$ cat config.mk
export PLATFORM = sky130hd
export DESIGN_NAME = note_lane_dropper_flat
export DESIGN_NICKNAME = d
export VERILOG_FILES = /design/src/rtl/note_lane_dropper_if.sv /design/src/rtl/note_lane_dropper.sv /design/src/flat_wrapper.sv
export SDC_FILE = /design/constraint.sdc
export NUM_CORES = 1
export LEC_CHECK = 0
export CAP_MARGIN = 20
export CORE_AREA = 2 2 647 649
export DETAILED_ROUTE_END_ITERATION = 8
export DIE_AREA = 0 0 649 651
export PLACE_DENSITY_LB_ADDON = 0.05
export SLEW_MARGIN = 20
export SYNTH_ARGS = -nofsm -noshare
export SYNTH_HDL_FRONTEND = slang
export SYNTH_SLANG_ARGS = --single-unit
$ cat constraint.sdc
create_clock -name frame_clk -period 19.4 [get_ports frame_clk]
set_input_delay 1.94 -clock frame_clk [delete_from_list [all_inputs] [get_ports frame_clk]]
set_output_delay 1.94 -clock frame_clk [all_outputs]
set_load 0.02 [all_outputs]
$ cat src/rtl/note_lane_dropper_if.sv
// Lane bundle between the keyboard/score side and one falling-note engine:
// key codes in, sprite position, bitmap and judgement flags out.
`timescale 1ns/1ps
interface note_lane_dropper_if;
    logic [7:0]    keycode;
    logic [7:0]    keycode_second;
    logic [9:0]    dropX;
    logic [9:0]    dropY;
    logic [1599:0] arrow;
    logic          visible;
    logic          hit_perfect;
    logic          hit_good;
    logic          miss;
    logic          score_pulse;
    logic          busy;

    modport master (
        output keycode, keycode_second,
        input  dropX, dropY, arrow, visible, hit_perfect, hit_good, miss, score_pulse, busy
    );

    modport slave (
        input  keycode, keycode_second,
        output dropX, dropY, arrow, visible, hit_perfect, hit_good, miss, score_pulse, busy
    );
endinterface

$ cat src/rtl/note_lane_dropper.sv
// Single-lane falling note: waits START_DELAY frames after the start key, falls
// toward the judgement line and grades the first fresh lane-key press.
`timescale 1ns/1ps
module note_lane_dropper #(
    parameter logic [9:0]    LANE_X      = 10'd40,
    parameter logic [9:0]    Y_START     = 10'd100,
    parameter logic [9:0]    Y_MAX       = 10'd400,
    parameter logic [9:0]    NOTE_H      = 10'd40,
    parameter logic [11:0]   START_DELAY = 12'd2620,
    parameter logic [3:0]    SPEED       = 4'd1,
    parameter logic [9:0]    HIT_LO      = 10'd340,
    parameter logic [9:0]    PERF_LO     = 10'd360,
    parameter logic [9:0]    PERF_HI     = 10'd380,
    parameter logic [7:0]    KEY_CODE    = 8'h04,
    parameter logic [7:0]    START_KEY   = 8'h2c,
    parameter logic [7:0]    RESTART_KEY = 8'h01,
    parameter logic [1599:0] SPRITE      = {40{40'h00_ff_ff_ff_00}}
) (
    input  logic frame_clk,
    input  logic Reset,
    note_lane_dropper_if.slave lane
);

    typedef enum logic [1:0] {IDLE, WAIT, FALL, DONE} state_t;

    // Highest Y the note may take; a clamped step lands the bottom edge exactly on Y_MAX.
    localparam logic [9:0]  Y_FLOOR   = Y_MAX - NOTE_H;
    localparam logic [11:0] WAIT_LAST = START_DELAY - 12'd1;

    state_t      state_reg;
    logic [9:0]  y_reg;
    logic [11:0] counter_reg;
    logic        key_prev_reg;
    logic        hit_perfect_reg;
    logic        hit_good_reg;
    logic        miss_reg;
    logic        score_pulse_reg;
    logic        visible_reg;

    logic        key_now;
    logic        key_edge;
    logic        start_now;
    logic        restart_now;
    logic [9:0]  bottom;
    logic [10:0] y_sum;
    logic [9:0]  y_step_next;
    logic        in_hit;
    logic        in_perfect;

    always_comb begin
        key_now     = (lane.keycode == KEY_CODE) | (lane.keycode_second == KEY_CODE);
        key_edge    = key_now & ~key_prev_reg;
        start_now   = (lane.keycode == START_KEY);
        restart_now = (lane.keycode == RESTART_KEY);
        bottom      = y_reg + NOTE_H;
        y_sum       = {1'b0, y_reg} + {7'd0, SPEED};
        y_step_next = (y_sum > {1'b0, Y_FLOOR}) ? Y_FLOOR : y_sum[9:0];
        in_hit      = (bottom >= HIT_LO) && (bottom < Y_MAX);
        in_perfect  = (bottom >= PERF_LO) && (bottom < PERF_HI);
    end

    always_ff @(posedge frame_clk or posedge Reset) begin
        if (Reset) begin
            state_reg       <= IDLE;
            y_reg           <= Y_START;
            counter_reg     <= 12'd0;
            key_prev_reg    <= 1'b0;
            hit_perfect_reg <= 1'b0;
            hit_good_reg    <= 1'b0;
            miss_reg        <= 1'b0;
            score_pulse_reg <= 1'b0;
            visible_reg     <= 1'b0;
        end else begin
            key_prev_reg    <= key_now;
            score_pulse_reg <= 1'b0;
            case (state_reg)
                IDLE: begin
                    y_reg           <= Y_START;
                    counter_reg     <= 12'd0;
                    hit_perfect_reg <= 1'b0;
                    hit_good_reg    <= 1'b0;
                    miss_reg        <= 1'b0;
                    if (start_now) begin
                        state_reg   <= (START_DELAY == 12'd0) ? FALL : WAIT;
                        visible_reg <= 1'b1;
                    end
                end
                WAIT: begin
                    if (counter_reg == WAIT_LAST) begin
                        state_reg <= FALL;
                    end else begin
                        counter_reg <= counter_reg + 12'd1;
                    end
                end
                FALL: begin
                    // Reaching the line beats a key edge landing on the same frame.
                    if (bottom >= Y_MAX) begin
                        miss_reg    <= 1'b1;
                        state_reg   <= DONE;
                        visible_reg <= 1'b0;
                    end else if (key_edge && in_hit) begin
                        hit_perfect_reg <= in_perfect;
                        hit_good_reg    <= ~in_perfect;
                        score_pulse_reg <= 1'b1;
                        state_reg       <= DONE;
                        visible_reg     <= 1'b0;
                    end else begin
                        y_reg <= y_step_next;
                    end
                end
                DONE: begin
                    if (restart_now) begin
                        state_reg       <= IDLE;
                        y_reg           <= Y_START;
                        hit_perfect_reg <= 1'b0;
                        hit_good_reg    <= 1'b0;
                        miss_reg        <= 1'b0;
                    end
                end
                default: begin
                    state_reg   <= IDLE;
                    visible_reg <= 1'b0;
                end
            endcase
        end
    end

    assign lane.dropX       = LANE_X;
    assign lane.dropY       = y_reg;
    assign lane.visible     = visible_reg;
    assign lane.busy        = visible_reg;
    assign lane.hit_perfect = hit_perfect_reg;
    assign lane.hit_good    = hit_good_reg;
    assign lane.miss        = miss_reg;
    assign lane.score_pulse = score_pulse_reg;

    // Sprite gated row by row so the renderer sees zeros whenever the note is hidden.
    generate
        for (genvar gi = 0; gi < 40; gi++) begin : g_arrow_row
            assign lane.arrow[gi*40 +: 40] = visible_reg ? SPRITE[gi*40 +: 40] : 40'd0;
        end
    endgenerate

endmodule

$ cat src/flat_wrapper.sv
// flat-port wrapper written by rule: the top's interface ports become plain ports
module note_lane_dropper_flat 
#(
    parameter logic [9:0]    LANE_X      = 10'd40,
    parameter logic [9:0]    Y_START     = 10'd100,
    parameter logic [9:0]    Y_MAX       = 10'd400,
    parameter logic [9:0]    NOTE_H      = 10'd40,
    parameter logic [11:0]   START_DELAY = 12'd2620,
    parameter logic [3:0]    SPEED       = 4'd1,
    parameter logic [9:0]    HIT_LO      = 10'd340,
    parameter logic [9:0]    PERF_LO     = 10'd360,
    parameter logic [9:0]    PERF_HI     = 10'd380,
    parameter logic [7:0]    KEY_CODE    = 8'h04,
    parameter logic [7:0]    START_KEY   = 8'h2c,
    parameter logic [7:0]    RESTART_KEY = 8'h01,
    parameter logic [1599:0] SPRITE      = {40{40'h00_ff_ff_ff_00}}
)
  (frame_clk, Reset, lane_keycode, lane_keycode_second, lane_dropX, lane_dropY, lane_arrow, lane_visible, lane_hit_perfect, lane_hit_good, lane_miss, lane_score_pulse, lane_busy);
  note_lane_dropper_if lane_i ();
  input  logic frame_clk;
  input  logic Reset;
  input wire logic [$bits(lane_i.keycode)-1:0] lane_keycode;
  input wire logic [$bits(lane_i.keycode_second)-1:0] lane_keycode_second;
  output wire logic [$bits(lane_i.dropX)-1:0] lane_dropX;
  output wire logic [$bits(lane_i.dropY)-1:0] lane_dropY;
  output wire logic [$bits(lane_i.arrow)-1:0] lane_arrow;
  output wire logic [$bits(lane_i.visible)-1:0] lane_visible;
  output wire logic [$bits(lane_i.hit_perfect)-1:0] lane_hit_perfect;
  output wire logic [$bits(lane_i.hit_good)-1:0] lane_hit_good;
  output wire logic [$bits(lane_i.miss)-1:0] lane_miss;
  output wire logic [$bits(lane_i.score_pulse)-1:0] lane_score_pulse;
  output wire logic [$bits(lane_i.busy)-1:0] lane_busy;
  assign lane_i.keycode = lane_keycode;
  assign lane_i.keycode_second = lane_keycode_second;
  assign lane_dropX = lane_i.dropX;
  assign lane_dropY = lane_i.dropY;
  assign lane_arrow = lane_i.arrow;
  assign lane_visible = lane_i.visible;
  assign lane_hit_perfect = lane_i.hit_perfect;
  assign lane_hit_good = lane_i.hit_good;
  assign lane_miss = lane_i.miss;
  assign lane_score_pulse = lane_i.score_pulse;
  assign lane_busy = lane_i.busy;
  note_lane_dropper #(.LANE_X(LANE_X), .Y_START(Y_START), .Y_MAX(Y_MAX), .NOTE_H(NOTE_H), .START_DELAY(START_DELAY), .SPEED(SPEED), .HIT_LO(HIT_LO), .PERF_LO(PERF_LO), .PERF_HI(PERF_HI), .KEY_CODE(KEY_CODE), .START_KEY(START_KEY), .RESTART_KEY(RESTART_KEY), .SPRITE(SPRITE)) u_core (.frame_clk(frame_clk), .Reset(Reset), .lane(lane_i));
endmodule
==> impl_metrics.ini <==
[global_routing]
grt_first_pass_wirelength_mm = 78.7
grt-ovfl-total = 0
grt_pass1_vias = 6982
antenna_found_initial = 0
grt_max_degree = 226
track_usage_pct = 2.72

[sta]
max_freq_mhz = 148
setup_tns_ps = 0
slew_headroom_pct = 30.1
tightest_slew_ps = 1050
timing_hold_violations_final = 0
min_period_over_period_pct = 34.8
period_minus_slack_ps = 6760
drv_slew = 0
rsz0062_at_grt = false
fin_skew_ps = 14.0
report.final.setup_viol = 0

[cts]
cts_buffer_depth = 2
post_cts_resized = 0
post_cts_buffers = 0
cts_root_buffer = clkbuf_16
htreeDepth = 2
cts.sinks = 30
cts.clk_slew.worst_paths_ps = 70
holdBufCountCts = 0
cts-buffers-inserted = 5
cts_tree = done
clock_latency_ps = 300

[logic_synthesis]
avgSynthCellArea_sq_um = 7.73
synth.largest_area_cell = buf_4
yosysSeqAreaShare_pct = 5.27
synth_async_sr_flop_share_pct = 100
ys_types = 74
synthCells = 1850
ys_seq_elements = 30
synthTopCellsByArea = buf_4 (85%), dfrtp_1 (4.7%), ha_1 (0.79%)
synth_top_area_share_pct = 84.8
ys.warnings.count = 0
synth_edf_count = 0
yosys_most_used_dff = dfrtp_1
synth_area_sq_um = 14300

[outcome]
status = completed

[pwr]
cellLeakagePower_nw = 7.53
power.density_cell_area_nw_per_um2 = 18.1
irDropWorstVdd_mv = 0.0264

[finish]
final_core_util_pct = 5.21
nets = 1915
ff_latch_area_sq_um = 758
multi_input_comb_area_sq_um = 3780
drive_above_1_share_pct = 2.33
n_antenna_cell = 0
fillers = 49200
largest_reg_flops = 12
syn_to_final_growth_pct = 51.4

[hold_path]
hold_start = u_core.counter_reg[11]
min_path_type = register to register
hold_end = u_core.counter_reg[11]
worstHoldPathCells = 2

[setup_path]
crit_cells = 5
critPathLaunchType = register
cp_num_buf_inv = 5
criticalPathCategory = register to output port
required_ps = 17460
slowest_stage = dfrtp_4
path_max_fanout = 88
crit_chain = buf_4, buf_4, buf_4, buf_4, clkdlybuf4s50_1
reg2reg_slack_ps = 16310
crit_top_cell = buf_4
worst_r2r_endpoint = u_core.state_reg[1]
r2r_start = u_core.lane.dropY[4]
endpoint_kind = output port
slowest_delay_ps = 850
r2r_cells = 9
cp_data_arrival_time_ps = 4820
path_delay_family = buffers and inverters

[detailed_routing]
drt_iter0_drc = 241
drtPass1Iterations = 4
wirelength_mm = 65.0
antenna_left = 0
post_drt_via_cell_ratio = 1.08
via_count = 7979
wl_per_cell_microns = 8.80
drcViolationCount = 0

[die]
start_util_pct = 3.44
dieWidth_microns = 649
fp.dieH_microns = 651
core_sq_um = 415000
die_area_sq_um = 422000
placementRows = 237
io_pins = 1644

[place]
detailed_place_hpwl_mm = 55.9
port_buffers = 993
gp_congestion = 0.609

[run]
drv_cap = 0
synth_stat cells, types with 3 or more instances:
library cell  instances
buf_4              1615
dfrtp_1              27
nand2_1              20
nor2_1               20
nand3_1              14
inv_1                13
xor2_1               10
a21oi_1               9
ha_1                  9
o21ai_0               8
nand2b_1              7
nand4_1               5
nor2b_1               5
and3_1                4
nand3b_1              4
nand4b_1              4
xnor2_1               4
a211oi_1              3
a21oi_2               3
a31oi_1               3
dfstp_2               3
worst reg2reg max path: stages, from the launching register on:
cell,delay (ps)
dfrtp_1,630
inv_1,220
ha_1,380
nand3b_1,120
or3_1,360
a221oi_2,300
a32oi_1,200
nor2b_4,230
a21oi_2,220
mux2_4,310
worst max path at each step:
stage,from,to,slack (ps)
final,u_core.lane.busy,lane_arrow[929],12640
after detailed placement,u_core.lane.busy,lane_arrow[928],12660
after global routing,u_core.lane.busy,lane_arrow[929],12050
after floorplan,u_core.lane.busy,lane_arrow[1008],960
after global placement,u_core.lane.busy,lane_arrow[928],12670
after CTS,u_core.lane.busy,lane_arrow[585],12300
layout make-up:
| class | instances | area share (%) |
|---|---|---|
| timing repair buffer | 1003 | 46.3 |
| clock buffer | 6 | 0.641 |
| clock inverter | 2 | 0.0578 |
| sequential | 30 | 3.50 |
| multi-input combinational | 835 | 17.5 |
| inverter | 13 | 0.225 |
| tap | 5497 | 31.8 |
routing by layer:
metal / vias to the layer above / global-route usage (%) / wire length (microns)
met4: 0 / 0.280 / 257
met3: 8 / 0.984 / 5550
met5: - / 0 / 0
met2: 674 / 6.41 / 42900
li1: 3526 / - / -
met1: 3771 / 1.95 / 16300
cells in the final DEF, fill, tap and decap left out, types with 5 or more instances in the layout:
cell type / count
ha_1: 9
o21ai_0: 8
conb_1: 650
clkdlybuf4s50_1: 992
a21oi_1: 9
xor2_1: 10
nand2b_1: 7
nand4_1: 5
nand3_1: 14
nand2_1: 20
inv_1: 12
nor2_1: 20
clkbuf_16: 5
buf_4: 8
nor2b_1: 5
dfrtp_1: 26
cells by family (layout without fill, tap and decap cells):
family	Yosys count	in the layout	synth area share, %
adders and majority gates	9	9	0.787
and+or+nand+nor	104	104	4.42
AOI/OAI and AO/OA	55	55	3.07
muxes	3	3	0.254
xor gates and xnor gates	14	14	0.857
DFF	30	30	5.27
other	2	650	0.0525
buffers and inverters	1633	1024	85.3
power breakdown:
part,internal (mW),leakage (nW),switching [mW]
clock network,0.0510,0.0729,0.0373
logic,0.0357,7.06,0.189
registers,0.0696,0.395,0.0105
metrics by stage:
stage               total power [mW]  cells  hold WS (ps)  setup slack, ps  cell area, sq um
floorplan                      0.351   2498           505              961             16700
global placement               0.311   7378           562            12670             21500
detailed placement             0.306   7378           554            12660             21500
CTS                            0.402   7386           572            12300             21700
global route                   0.423   7386           611            12050             21700
finish                         0.393   7386           562            12640             21700
Note: power is estimated with default switching activity, not from simulation.
